<file path="src/rtl/prog_loader.sv">
// prog_loader: fills instruction memory from a host byte stream
// (16-bit little-endian word count, little-endian instruction words, then an
// XOR checksum byte) and releases the CPU through `start` only after a load
// whose checksum matched.
module prog_loader #(
    parameter int INST_DATA_WIDTH = 32,
    parameter int INST_ADDR_WIDTH = 10,
    parameter int MAX_WORDS       = 1024
) (
    input  logic                       clk,
    input  logic                       rst,
    input  logic                       load_req,
    input  logic                       s_valid,
    input  logic [7:0]                 s_data,
    output logic                       s_ready,
    output logic                       imem_wen,
    output logic [INST_ADDR_WIDTH-1:0] imem_waddr,
    output logic [INST_DATA_WIDTH-1:0] imem_wdata,
    output logic                       start,
    output logic                       busy,
    output logic                       done,
    output logic                       err,
    output logic [INST_ADDR_WIDTH:0]   words_loaded
);

    localparam int IAW = INST_ADDR_WIDTH;
    localparam int IDW = INST_DATA_WIDTH;
    // Count is compared one bit wider so a 16-bit N can never alias the limit.
    localparam logic [16:0] MAX_N = 17'(MAX_WORDS);

    typedef enum logic [2:0] {
        S_IDLE,
        S_CNT_LO,
        S_CNT_HI,
        S_DATA,
        S_CHK,
        S_DONE,
        S_ERR
    } state_t;

    state_t           state_q, state_d;
    logic [7:0]       cnt_lo_q, cnt_lo_d;
    logic [IAW-1:0]   n_last_q, n_last_d;      // index of the final word (N-1)
    logic [IDW-1:0]   shift_q, shift_d;        // word being assembled, LSB byte first
    logic [1:0]       byte_idx_q, byte_idx_d;
    logic [IAW-1:0]   word_idx_q, word_idx_d;
    logic [7:0]       csum_q, csum_d;
    logic             imem_wen_q, imem_wen_d;
    logic [IAW-1:0]   imem_waddr_q, imem_waddr_d;
    logic [IDW-1:0]   imem_wdata_q, imem_wdata_d;
    logic             start_q, start_d;
    logic             done_q, done_d;
    logic             err_q, err_d;
    logic [IAW:0]     words_loaded_q, words_loaded_d;

    logic             in_load;
    logic             accept;
    logic [15:0]      n_full;
    logic [IDW-1:0]   shift_next;

    // The stream is only open while a load is actually being parsed.
    assign in_load    = (state_q == S_CNT_LO) || (state_q == S_CNT_HI) ||
                        (state_q == S_DATA)   || (state_q == S_CHK);
    assign accept     = s_valid && in_load;
    assign n_full     = {s_data, cnt_lo_q};
    assign shift_next = {s_data, shift_q[IDW-1:8]};

    // Next-state and next-output computation for the load FSM.
    always_comb begin
        state_d        = state_q;
        cnt_lo_d       = cnt_lo_q;
        n_last_d       = n_last_q;
        shift_d        = shift_q;
        byte_idx_d     = byte_idx_q;
        word_idx_d     = word_idx_q;
        csum_d         = csum_q;
        imem_wen_d     = 1'b0;
        imem_waddr_d   = imem_waddr_q;
        imem_wdata_d   = imem_wdata_q;
        start_d        = start_q;
        done_d         = done_q;
        err_d          = err_q;
        words_loaded_d = words_loaded_q;

        case (state_q)
            S_IDLE, S_DONE, S_ERR: begin
                if (load_req) begin
                    state_d        = S_CNT_LO;
                    start_d        = 1'b0;
                    done_d         = 1'b0;
                    err_d          = 1'b0;
                    words_loaded_d = '0;
                    csum_d         = '0;
                    word_idx_d     = '0;
                    byte_idx_d     = '0;
                end
            end
            S_CNT_LO: begin
                if (accept) begin
                    cnt_lo_d = s_data;
                    csum_d   = csum_q ^ s_data;
                    state_d  = S_CNT_HI;
                end
            end
            S_CNT_HI: begin
                if (accept) begin
                    csum_d = csum_q ^ s_data;
                    if ((n_full == 16'd0) || ({1'b0, n_full} > MAX_N)) begin
                        state_d = S_ERR;
                        err_d   = 1'b1;
                    end else begin
                        n_last_d = IAW'(n_full - 16'd1);
                        state_d  = S_DATA;
                    end
                end
            end
            S_DATA: begin
                if (accept) begin
                    csum_d     = csum_q ^ s_data;
                    shift_d    = shift_next;
                    byte_idx_d = byte_idx_q + 2'd1;
                    if (byte_idx_q == 2'd3) begin
                        imem_wen_d     = 1'b1;
                        imem_waddr_d   = word_idx_q;
                        imem_wdata_d   = shift_next;
                        words_loaded_d = words_loaded_q + (IAW+1)'(1);
                        if (word_idx_q == n_last_q) begin
                            state_d = S_CHK;
                        end else begin
                            word_idx_d = word_idx_q + IAW'(1);
                        end
                    end
                end
            end
            S_CHK: begin
                if (accept) begin
                    if (s_data == csum_q) begin
                        state_d = S_DONE;
                        done_d  = 1'b1;
                        start_d = 1'b1;
                    end else begin
                        state_d = S_ERR;
                        err_d   = 1'b1;
                    end
                end
            end
            default: state_d = S_IDLE;
        endcase
    end

    // State and registered outputs; reset abandons any partial load at once.
    always_ff @(posedge clk or posedge rst) begin
        if (rst) begin
            state_q        <= S_IDLE;
            cnt_lo_q       <= '0;
            n_last_q       <= '0;
            shift_q        <= '0;
            byte_idx_q     <= '0;
            word_idx_q     <= '0;
            csum_q         <= '0;
            imem_wen_q     <= 1'b0;
            imem_waddr_q   <= '0;
            imem_wdata_q   <= '0;
            start_q        <= 1'b0;
            done_q         <= 1'b0;
            err_q          <= 1'b0;
            words_loaded_q <= '0;
        end else begin
            state_q        <= state_d;
            cnt_lo_q       <= cnt_lo_d;
            n_last_q       <= n_last_d;
            shift_q        <= shift_d;
            byte_idx_q     <= byte_idx_d;
            word_idx_q     <= word_idx_d;
            csum_q         <= csum_d;
            imem_wen_q     <= imem_wen_d;
            imem_waddr_q   <= imem_waddr_d;
            imem_wdata_q   <= imem_wdata_d;
            start_q        <= start_d;
            done_q         <= done_d;
            err_q          <= err_d;
            words_loaded_q <= words_loaded_d;
        end
    end

    assign s_ready      = in_load;
    assign busy         = in_load;
    assign imem_wen     = imem_wen_q;
    assign imem_waddr   = imem_waddr_q;
    assign imem_wdata   = imem_wdata_q;
    assign start        = start_q;
    assign done         = done_q;
    assign err          = err_q;
    assign words_loaded = words_loaded_q;

endmodule

</file>
<file path="config.mk">
export PLATFORM = sky130hd
export DESIGN_NAME = prog_loader
export DESIGN_NICKNAME = d
export VERILOG_FILES = /design/src/rtl/prog_loader.sv
export SDC_FILE = /design/constraint.sdc
export NUM_CORES = 1
export LEC_CHECK = 0
export CORE_ASPECT_RATIO = 0.6
export CORE_MARGIN = 4
export CORE_UTILIZATION = 45
export CTS_CLUSTER_SIZE = 40
export DETAILED_ROUTE_END_ITERATION = 8
export PLACE_DENSITY_LB_ADDON = 0.15
export SETUP_SLACK_MARGIN = 0.02
export SLEW_MARGIN = 0
export SYNTH_ARGS = -nofsm -noshare
export SYNTH_HDL_FRONTEND = slang
export SYNTH_SLANG_ARGS = --single-unit
</file>
<file path="constraint.sdc">
create_clock -name clk -period 12.8 [get_ports clk]
set_input_delay 3.84 -clock clk [delete_from_list [all_inputs] [get_ports clk]]
set_output_delay 3.84 -clock clk [all_outputs]
set_load 0.02 [all_outputs]
</file>
==> impl_summary.md, run 1 <==
Route
Summed over all layers, the routed wires come to 12820 um. The average routed wire per standard cell is 15.30 um. The count of nets left with antenna violations once routing finished came out at 0. For this run, design rule violations remaining after detail routing come to 0. The number of DRC violations after detailed-routing iteration 0 is 343. The via count normalized by instance count is 5.168.

The number of iterations in the first detailed-routing pass is 4. The count of vias placed by the detailed router is 4331.

Synth
In the synthesized netlist, the cells that appear most often are sky130_fd_sc_hd__nand2_1 (227), sky130_fd_sc_hd__dfrtp_1 (121), sky130_fd_sc_hd__nor2_1 (28). After synthesis, the share of cell area in mux cells is 5.058%. The library cell occupying the most area in the post-synthesis netlist is sky130_fd_sc_hd__dfrtp_1. The area share of the leading cell type in the synthesized netlist is 53.92%. Yosys printed 0 warnings. The number of enable-type register cells in the synthesized netlist is 0. The synthesized-area fraction occupied by ao, oa, aoi and oai cells is 6.373%. The share of the Yosys chip area taken by registers is 53.92%. Summing the areas of all fa, ha and maj instances in the mapped netlist gives 0.8913% of the synthesized area. The number of synthesized register bits is 121. The cell count after synthesis came out at 602.

The dominant cell by count in the synthesized netlist is sky130_fd_sc_hd__nand2_1. Among all flip-flop cells after synthesis, the most frequent one is sky130_fd_sc_hd__dfrtp_1. The dominant combinational cell family by area after synthesis is simple AND/OR/NAND/NOR gates. The average cell area after synthesis is 9.328 um^2.

The mapped netlist covers 5615 um^2. Summing the areas of all and, or, nand and nor instances in the mapped netlist gives 24.91% of the synthesized area. The number of nets handed over by synthesis was 618. The xor/xnor cell area share of the yosys netlist is 5.615%. After synthesis, the share of flip-flops with an asynchronous set or reset is 100.0%. Ranked by total cell area, the synthesized netlist is headed by sky130_fd_sc_hd__dfrtp_1 (54%), sky130_fd_sc_hd__nand2_1 (15%), sky130_fd_sc_hd__xor2_1 (3.4%).

The number of distinct standard cells referenced by the synthesized netlist is 49.

Power and ir drop
The internal power is 0.9399 mW. Across the VDD grid, the largest voltage drop is 0.0001050 V. The switching power total is 0.4943 mW.

In this run the static leakage power is 3.478 nW. The share of total power in sequential cells is 40.0%. The design draws 1.434 mW. The combinational fraction of design power is 27.1%. In this run switching power makes up 34.47% of total power. The clock network is responsible for 32.9% of the overall power. The power density relative to cell area is 205.4 nW/um^2.

Status
The flow ran to the end, and the final reports show no timing, DRC or antenna violations.

Floorplan
The width of the die is 152.2 um. The vertical die dimension is 94.53 um. During I/O placement, the number of pins put on the boundary was 71. The total die area is 14390 um^2. The starting density of the core is 46.25%. Row generation in the floorplan step produced 31 rows.

The region available for standard cell placement spans 12140 um^2.

STA
The final critical-path required period is 6.847 ns. The worst clock skew is 0.01017 ns. The total count of hold-check failures in the final report is 0. Adding up every negative setup slack in the final design gives 0 ns. The headroom to the max-slew limit is 34.97%. At the pin with the least slew margin, the transition time is 0.9731 ns. Derived from the worst setup path, the maximum achievable clock frequency is 146.1 MHz. Setup repair after global routing left no endpoint under its margin. The fraction of the cycle the final worst path needs is 53.49%. The number of pins exceeding their max-slew limit in the final report was 0. The total setup violations reported at the end of the flow is 0.

Global route
The first global-routing pass estimated 21210 um of wire. The pin count of the biggest net entering global routing is 63. The number of global-route vias before repair is 4136. The number of antenna violations at the first check in global routing is 0. The overflow left after global routing is 0. The overall routing resource usage is 18.47%.

Critical path
The endpoint required time on the critical path is 13.13 ns. Of all nets on the critical path, the largest fanout is 53. The launching element of the worst setup path is s_valid. The setup path with the least slack is of type in2reg.

The type of element launching the critical path is an input pin. On the critical path, the stage with the largest delay is an instance of sky130_fd_sc_hd__and4b_1. STA classifies the critical path endpoint as a register.

On the worst path, the slowest cell contributes a delay of 0.89 ns. The arrival time at the worst endpoint is 7.18 ns. The signal on the critical path passes through clkdlybuf4s50_1, and4b_1, nand2_1, inv_2, nand3_1, or3_1, a21oi_1. The worst register-to-register path begins at state_q[1].

Clock tree
The number of sinks handled by clock tree synthesis is 121. The latest clock arrival within the worst-skew pair is 0.41 ns. Post-CTS repair changed the size of 0 cells.

The longest clock path from root to sink contains 2 buffers. After clock tree synthesis, the clock-pin slew on the worst setup and hold paths is 0.06 ns. The quantity of hold-fixing buffers added after cts is 0.

In this run, CTS created clock tree buffers numbering 17. The number of buffers inserted to repair setup after CTS is 0. The CTS root buffer is sky130_fd_sc_hd__clkbuf_16.

TritonCTS built the clock tree. The H-tree generated during clock tree synthesis spans 4 levels.

Place
The placer's final routability congestion estimate is 0.8386. Once detailed placement completed, the half-perimeter wirelength came to 8853 um. The placed instance area is 6392 um^2. The number of port buffers is 70.

Layout
The final cell area excluding filler cells is 6982 um^2. Fill cells in the final layout number 1067. The share of final-layout standard cells stronger than drive strength 1 is 8.321%. The number of diodes added for antenna fixing is 0. The layout overhead on the synthesized area is 24.33%. The layout net count is 676.

Flow run
The reported max-cap violation count is 0.

Hold path
The worst hold path begins at imem_wdata[3]. The tightest min-delay check is of the reg2reg type.
==> registers in the layout, indices dropped and copies added (netlist names), 2 cells and up <==
| register | cells |
|---|---|
| imem_wdata | 32 |
| shift_q | 24 |
| words_loaded | 11 |
| imem_waddr | 10 |
| n_last_q | 10 |
| word_idx_q | 10 |
| cnt_lo_q | 8 |
| csum_q | 8 |
| state_q | 3 |
| byte_idx_q | 2 |
==> worst paths after layout <==
path	slack, ns	to	depth (start not counted)
max in group asynchronous	7.64	csum_q[6]	3
worst min-delay path	0.47	imem_wdata[3]	2
worst max register to register	9.41	word_idx_q[7]	5
worst min register to register	0.47	imem_wdata[3]	2
min in group asynchronous	3.91	imem_waddr[8]	2
worst max-delay path	5.95	words_loaded[5]	7
==> through the flow <==
stage          hold WS [ns]  util (%)  cells  setup slack, ns
3_3_place_gp         0.4555     52.65    806            5.701
3_5_place_dp         0.4577     52.65    806            5.558
2_1_floorplan        0.4386         -    602            5.746
6_report             0.4697     57.51    838            5.953
4_1_cts              0.4768     57.51    838            5.966
5_1_grt              0.4951     57.51    838            5.611
==> critical path, delay by kind of cell <==
| family | cells | cell delay [ns] |
|---|---|---|
| AOI/OAI and AO/OA | 1 | 0.15 |
| buffers and inverters | 2 | 1.47 |
| and+or+nand+nor | 4 | 1.68 |
==> layout by cell type (no fill, tap or decap), types with 9 or more instances in the layout <==
| cell type | netlist | layout |
|---|---|---|
| sky130_fd_sc_hd__clkbuf_16 | 0 | 17 |
| sky130_fd_sc_hd__clkdlybuf4s50_1 | 0 | 70 |
| sky130_fd_sc_hd__dfrtp_1 | 121 | 121 |
| sky130_fd_sc_hd__mux2_4 | 9 | 9 |
| sky130_fd_sc_hd__nand2_1 | 227 | 227 |
| sky130_fd_sc_hd__nand2b_1 | 9 | 9 |
| sky130_fd_sc_hd__nand3_1 | 13 | 13 |
| sky130_fd_sc_hd__nor2_1 | 28 | 28 |
| sky130_fd_sc_hd__o21ai_0 | 24 | 24 |
| sky130_fd_sc_hd__xnor2_1 | 14 | 14 |
| sky130_fd_sc_hd__xor2_1 | 22 | 22 |
==> cell type report <==
type                       count  area, um^2  share of cell area, %
sequential                   121        3028                  43.37
multi-input combinational    439        2406                  34.46
timing repair buffer          72       715.7                  10.25
clock buffer                  17       425.4                  6.093
tap                          165       206.4                  2.957
clock inverter                15       163.9                  2.348
inverter                       9       36.28                 0.5197
==> cell families after synthesis <==
group	after synthesis
buffers and inverters	42
AOI/OAI and AO/OA	55
xor gates and xnor gates	36
muxes	23
DFF	121
and+or+nand+nor	321
adders and majority gates	4
==> per-layer routing <==
layer	part of all wire [%]	track usage (%)
met3	4.9	4.167
met1	53	28.16
met2	41	25.66
met5	0	0
met4	0.80	6.582
==> power by group through the flow <==
stage	Sequential, mW	Clock, mW	Combinational [mW]
after floorplan	0.574	0	0.256
after global routing	0.587	0.501	0.436
final	0.573	0.472	0.389
after CTS	0.572	0.480	0.394
after global placement	0.572	0	0.383
after detailed placement	0.578	0	0.391
(Power assumes the default switching activity.)
==> run 2, diff against run 1 <==
==> constraint.sdc (replaced) <==
create_clock -name clk -period 6.9 [get_ports clk]
set_input_delay 2.07 -clock clk [delete_from_list [all_inputs] [get_ports clk]]
set_output_delay 2.07 -clock clk [all_outputs]
set_load 0.02 [all_outputs]
==> impl_summary.md, run 2 (same netlist as run 1, synthesis figures left out) <==
Global route
The overall routing resource usage is 19.11% (+0.65 points). The number of global-route vias before repair is 4126 (-0.24%). The first-pass GRT wire length is 21860 um (+3.1%).

The overflow left after global routing is 0 (unchanged). The number of antenna violations at the first check in global routing is 0 (unchanged). The pin count of the biggest net entering global routing is 70 (+11%).

Route
The via count normalized by instance count is 5.151 (-0.33%). The average routed wire per standard cell is 15.88 um (+3.8%). The DRC violations left is 0 (unchanged). The number of iterations in the first detailed-routing pass came to 5 (+1). The wire length after detailed routing is 13330 um (+3.9%). The number of DRC violations after detailed-routing iteration 0 is 267 (-22%). The count of vias placed by the detailed router was 4322 (-0.21%). The number of routed nets with antenna violations is 0 (unchanged).

Clock tree
The number of gates given a new drive strength after cts came to 0 (unchanged). The quantity of hold-fixing buffers added after cts is 0 (unchanged). The maximum root-to-sink buffer count is 2 (unchanged). The latest clock arrival within the worst-skew pair is 0.41 ns (about the same). The number of sinks handled by clock tree synthesis is 121 (unchanged). The number of buffers inserted to repair setup after CTS is 0 (unchanged). The number of buffers created by CTS was 17 (unchanged). The CTS clock-pin slew for the worst setup and hold paths is 0.06 ns (about the same). In this run the clock root is driven by a sky130_fd_sc_hd__clkbuf_16. The number of levels the H-tree was split into is 4 (unchanged). The TritonCTS clock tree is yes.

STA
The final sum of negative setup slack is 0 ns (unchanged). The total count of hold-check failures in the final report is 0 (unchanged). Static timing analysis puts the maximum clock frequency at 217.7 MHz. The worst setup margin is 2.305 ns (-3.648 ns). The total setup violations reported at the end of the flow is 0 (unchanged). Of the available clock period, the critical path in the final layout requires 66.59%. Setup repair after global routing left no endpoint under its margin. The final critical-path required period is 4.595 ns. The number of pins exceeding their max-slew limit in the final report is 0 (unchanged). The headroom to the max-slew limit is 30.56% (-4.4 points).

The slew at the pin closest to its max-slew limit is 1.034 ns (+0.06050 ns). The worst clock skew is 0.009068 ns (-0.001100 ns).

Hold path
The startpoint of the tightest hold check path is imem_wdata[15]. The class of the most critical hold timing path is reg2reg. The terminating pin of the worst hold path is imem_wdata[15]. The cell count of the worst hold path is 2 (unchanged).

Critical path
The slowest stage of the critical path is the sky130_fd_sc_hd__clkdlybuf4s50_1 cell. The internal reg-to-reg setup slack is 3.48 ns (-5.93 ns). The terminus of the critical flop-to-flop path is word_idx_q[7]. Traced cell by cell, the critical path runs through clkdlybuf4s50_1, and4b_1, buf_4, nand2_1, inv_2, nand3_1, or3_1, a21oi_1.

The worst register-to-register path begins at state_q[1]. The worst reg-to-reg path cell count is 5 (unchanged). The type of the setup path with the least slack is in2reg. STA classifies the critical path startpoint as an input pin. In this design, the largest share of critical-path delay is due to buffers and inverters. The endpoint required time on the critical path is 7.23 ns (-5.90 ns). The arrival time at the worst endpoint was 4.93 ns (-2.25 ns). The peak per-stage delay on the critical path is 0.79 ns (-0.10 ns).

The maximum fanout along the worst path came to 53 (unchanged). The number of buffers and inverters on the critical path came to 3 (+1). The capturing element type of the critical path is a register.

Place
The number of port buffers was 70 (unchanged). The half-perimeter wire length after placement is 9108 um (+2.9%). The setup slack at placement is 1.863 ns (-3.695 ns).

The placer's final routability congestion estimate is 0.8794 (+4.9%).

Layout
The number of diodes added for antenna fixing is 0 (unchanged). The layout net count is 677 (+0.15%). Leaving out fill and tap cells, the most frequent cell in the layout is sky130_fd_sc_hd__nand2_1. Leaving out fill and tap cells, the most frequent cells in the layout are sky130_fd_sc_hd__nand2_1 (227), sky130_fd_sc_hd__dfrtp_1 (121), sky130_fd_sc_hd__clkdlybuf4s50_1 (70). The number of flip-flops under the largest register name is 32 (unchanged). The area growth from synthesis to layout is 24.06%. The share of final-layout standard cells stronger than drive strength 1 is 8.309% (-0.012 points).

Power and ir drop
The worst-case vdd ir drop is 0.0002455 V (+130%). The leakage dissipation is 3.470 nW (-0.21%). The power density relative to cell area came to 380.5 nW/um^2 (+85%).

Floorplan
The floorplan core area was 12140 um^2 (unchanged). The number of top-level pins is 71 (unchanged). The number of rows created at floorplan was 31 (unchanged). The width of the die came to 152.2 um (unchanged). The total die area is 14390 um^2 (unchanged). The vertical die dimension came to 94.53 um (unchanged). The starting density of the core is 46.25% (unchanged).

Flow run
The reported max-cap violation count came to 0 (unchanged).

Status
The flow ran to the end, and the final reports show no timing, DRC or antenna violations.
-- run 2: layout make-up --
type,count,area [um^2]
inverters,9,36.28
clock inverters,14,137.6
fillers,1048,5174
well taps,165,206.4
flip-flops and latches,121,3028
multi-input cells,439,2406
clock buffers,18,429.2
repair buffers,73,723.2
-- run 2: through the flow --
step                      power (mW)  utilization [%]  instance area, um^2  std cells  hold slack, ns
after floorplan                1.539                -                 5615        602          0.4386
after global placement         1.781            52.72                 6400        807          0.4497
after detailed placement       1.809            52.72                 6400        807          0.4616
after CTS                      2.668            57.38                 6967        839          0.4763
after global routing           2.810            57.38                 6967        839          0.4977
final                          2.651            57.38                 6967        839          0.4722
-- run 2: report_power, final --
group / switching (mW) / internal [mW] / total [mW] / leakage (nW)
Clock: 0.344 / 0.503 / 0.847 / 0.273
Combinational: 0.421 / 0.318 / 0.739 / 1.58
Sequential: 0.175 / 0.890 / 1.06 / 1.62
-- run 2: worst max path at each step --
stage                     startpoint         endpoint  slack, ns  depth (start not counted)
final                        s_valid  words_loaded[5]       2.31                          8
after global routing         s_valid  words_loaded[7]       2.09                          8
after detailed placement     s_valid  words_loaded[5]       1.86                          8
after floorplan                  rst    byte_idx_q[0]       1.62                          1
after CTS                    s_valid  words_loaded[5]       2.31                          8
after global placement       s_valid  words_loaded[5]       1.99                          8
-- run 2: layer usage --
metal	global-route usage, %	part of all wire [%]	up-vias
li1	-	-	2112
met1	28.24	50	2080
met2	27.33	42	117
met3	5.220	6.8	13
met4	6.133	1.0	0
met5	0	0	-
-- run 2: worst register-to-register path, delay by kind of cell, from the launching register on --
family	cells	cell delay, ns
simple gates	4	2.48
flops	1	0.67
buf+inv	1	0.21
==> run 3, diff against run 2 <==
==> constraint.sdc (replaced) <==
create_clock -name clk -period 3.88 [get_ports clk]
set_input_delay 1.164 -clock clk [delete_from_list [all_inputs] [get_ports clk]]
set_output_delay 1.164 -clock clk [all_outputs]
set_load 0.02 [all_outputs]
==> impl_summary.md, run 3 (same netlist as run 1, synthesis figures left out) <==
STA
The maximum clock frequency is 306.7 MHz. The total setup violations reported at the end of the flow is 0 (unchanged). The fraction of the cycle the final worst path needs is 84.05%.

The final sum of negative setup slack is 0 ns (unchanged). The total count of hold-check failures in the final report is 0 (unchanged). The worst setup margin was 0.6190 ns (-1.686 ns). The slew at the pin closest to its max-slew limit is 0.8228 ns (-0.2108 ns). The headroom to the max-slew limit was 44.65% (+14 points). The final critical-path required period is 3.261 ns. The number of pins exceeding their max-slew limit in the final report is 0 (unchanged).

Setup repair after global routing left no endpoint under its margin. The worst clock skew came to 0.009474 ns (+0.0004065 ns).

Layout
The utilization of the core after routing was 58.61% (+1.2 points). The number of flip-flops under the largest register name was 32 (unchanged). The final cell area excluding filler cells is 7116 um^2 (+2.1%). The share of final-layout standard cells stronger than drive strength 1 is 10.06% (+1.7 points).

The number of fill cells is 1049 (+0.095%). Leaving out fill and tap cells, the most frequent cell in the layout is sky130_fd_sc_hd__nand2_1. In the layout the commonest cells are sky130_fd_sc_hd__nand2_1 (227), sky130_fd_sc_hd__dfrtp_1 (121), sky130_fd_sc_hd__clkdlybuf4s50_1 (70).

The layout overhead on the synthesized area is 26.72%. The layout net count is 689 (+1.8%). The number of diodes added for antenna fixing came to 0 (unchanged).

Critical path
The slowest stage of the critical path belongs to the cell sky130_fd_sc_hd__dfrtp_1. The endpoint required time on the critical path came to 2.72 ns (-4.51 ns). STA classifies the critical path startpoint as a register.

The maximum fanout along the worst path came to 17 (-68%). The capturing element type of the critical path is an output port. The number of buffers and inverters on the critical path was 1 (-2). By startpoint and endpoint, the worst setup path is classified as reg2out. The worst reg-to-reg path cell count is 8 (+3). The arrival time at the worst endpoint is 2.10 ns (-2.83 ns). The dominant delay contributor by cell family on the critical path is flip-flops. The endpoint identified for the worst register-to-register timing path is n_last_q[3]. The critical register-to-register path startpoint is cnt_lo_q[0]. The peak per-stage delay on the critical path is 0.67 ns (-0.12 ns). The signal on the critical path passes through nor2_1, xnor2_1, clkdlybuf4s50_1. The internal reg-to-reg setup slack was 1.15 ns (-2.33 ns).

Clock tree
The latest clock arrival within the worst-skew pair is 0.41 ns (about the same). The number of levels the H-tree was split into came to 4 (unchanged). TritonCTS built the clock tree. The maximum root-to-sink buffer count is 2 (unchanged).

The number of sinks handled by clock tree synthesis is 121 (unchanged). The CTS root buffer is sky130_fd_sc_hd__clkbuf_16. The number of buffers inserted to repair setup after CTS is 0 (unchanged). The CTS clock-pin slew for the worst setup and hold paths is 0.06 ns (about the same). The number of gates given a new drive strength after cts is 0 (unchanged). The quantity of hold-fixing buffers added after cts is 0 (unchanged). The number of buffers created by CTS is 17 (unchanged).

Flow run
The reported max-cap violation count is 0 (unchanged).

Power and ir drop
The power density relative to cell area is 677.9 nW/um^2 (+78%). The worst-case vdd ir drop is 0.0003334 V (+36%). The leakage dissipation was 3.545 nW (+2.2%).

Route
The total met3 wirelength after detailed routing came to 938 um (+3.5%). The DRC violations left is 0 (unchanged). The via count normalized by instance count came to 5.166 (+0.28%). The count of vias placed by the detailed router was 4396 (+1.7%). The number of DRC violations after detailed-routing iteration 0 is 260 (-2.6%). The highest signal layer in the routed design is met4. The average routed wire per standard cell is 15.37 um (-3.2%).

The detailed-routing wirelength on met1 is 6624 um (about the same). The number of routed nets with antenna violations is 0 (unchanged). The wire length after detailed routing was 13080 um (-1.8%).

The sum of met2 wire segment lengths after detailed routing is 5446 um (-3.7%). The number of iterations in the first detailed-routing pass is 4 (-1).

Floorplan
The number of rows created at floorplan is 31 (unchanged). The number of top-level pins came to 71 (unchanged). The vertical die dimension is 94.53 um (unchanged).

The width of the die came to 152.2 um (unchanged). The floorplan core area was 12140 um^2 (unchanged). The starting density of the core is 46.25% (unchanged). The total die area is 14390 um^2 (unchanged).

Status
The run finished with clean final reports.

Global route
The overflow left after global routing is 0 (unchanged). The first-pass GRT wire length was 21900 um (+0.19%). The overall routing resource usage is 19.19% (+0.073 points). The pin count of the biggest net entering global routing is 122 (+74%). The number of antenna violations at the first check in global routing is 0 (unchanged). The number of global-route vias before repair is 4172 (+1.1%).

Hold path
The min-delay analysis places its worst path in the category reg2reg. In this run the most critical hold path is launched from imem_wdata[10]. The cell count of the worst hold path is 2 (unchanged).

The worst hold path terminates at imem_wdata[10].

Place
The placer's final routability congestion estimate came to 0.8677 (-1.3%). The number of port buffers is 70 (unchanged). The setup slack at placement is 0.2907 ns (-1.572 ns).

The placed instance area is 6504 um^2 (+1.6%). The half-perimeter wire length after placement was 8951 um (-1.7%).
-- run 3: worst max-delay path by stage --
stage / from / end / slack, ns / depth (start not counted)
2_1_floorplan: s_data[4] / n_last_q[0] / 0.90 / 6
3_3_place_gp: s_data[4] / n_last_q[3] / 0.35 / 7
3_5_place_dp: s_data[4] / n_last_q[3] / 0.29 / 7
4_1_cts: state_q[1] / s_ready / 0.60 / 3
5_1_grt: state_q[1] / s_ready / 0.49 / 3
6_report: state_q[1] / s_ready / 0.62 / 3
-- run 3: cell type report --
| type | count | area [um^2] | area share, % |
|---|---|---|---|
| Sequential cell | 121 | 3028 | 42.55 |
| Multi-Input combinational cell | 439 | 2406 | 33.81 |
| Timing Repair Buffer | 85 | 825.8 | 11.61 |
| Clock buffer | 18 | 439.2 | 6.172 |
| Tap cell | 165 | 206.4 | 2.901 |
| Clock inverter | 14 | 172.7 | 2.427 |
| Inverter | 9 | 37.54 | 0.5275 |
-- run 3: report_power, final --
| part | internal, mW | switching, mW |
|---|---|---|
| combinational | 0.589 | 0.745 |
| sequential | 1.58 | 0.302 |
| clock | 1.03 | 0.575 |
-- run 3: metrics by stage --
step	std cells	hold WS (ns)	power [mW]
4_1_cts	851	0.4763	4.864
6_report	851	0.4715	4.824
3_5_place_dp	819	0.4615	3.236
3_3_place_gp	819	0.4580	3.184
2_1_floorplan	602	0.4386	2.738
5_1_grt	851	0.4896	5.119
-- run 3: per-layer routing --
metal / vias to the layer above / GRT usage (%)
li1: 2136 / -
met1: 2115 / 28.88
met2: 137 / 26.88
met3: 8 / 5.998
met4: 0 / 4.637
met5: - / 0
-- run 3: worst register-to-register path: cells and delay by family, from the launching register on --
kind | cells | cell delay, ns
flip-flops | 1 | 0.39
buffers and inverters | 2 | 0.32
adder cells (fa/ha/maj) | 1 | 0.22
multiplexers | 2 | 0.47
AND/OR/NAND/NOR | 3 | 1.22
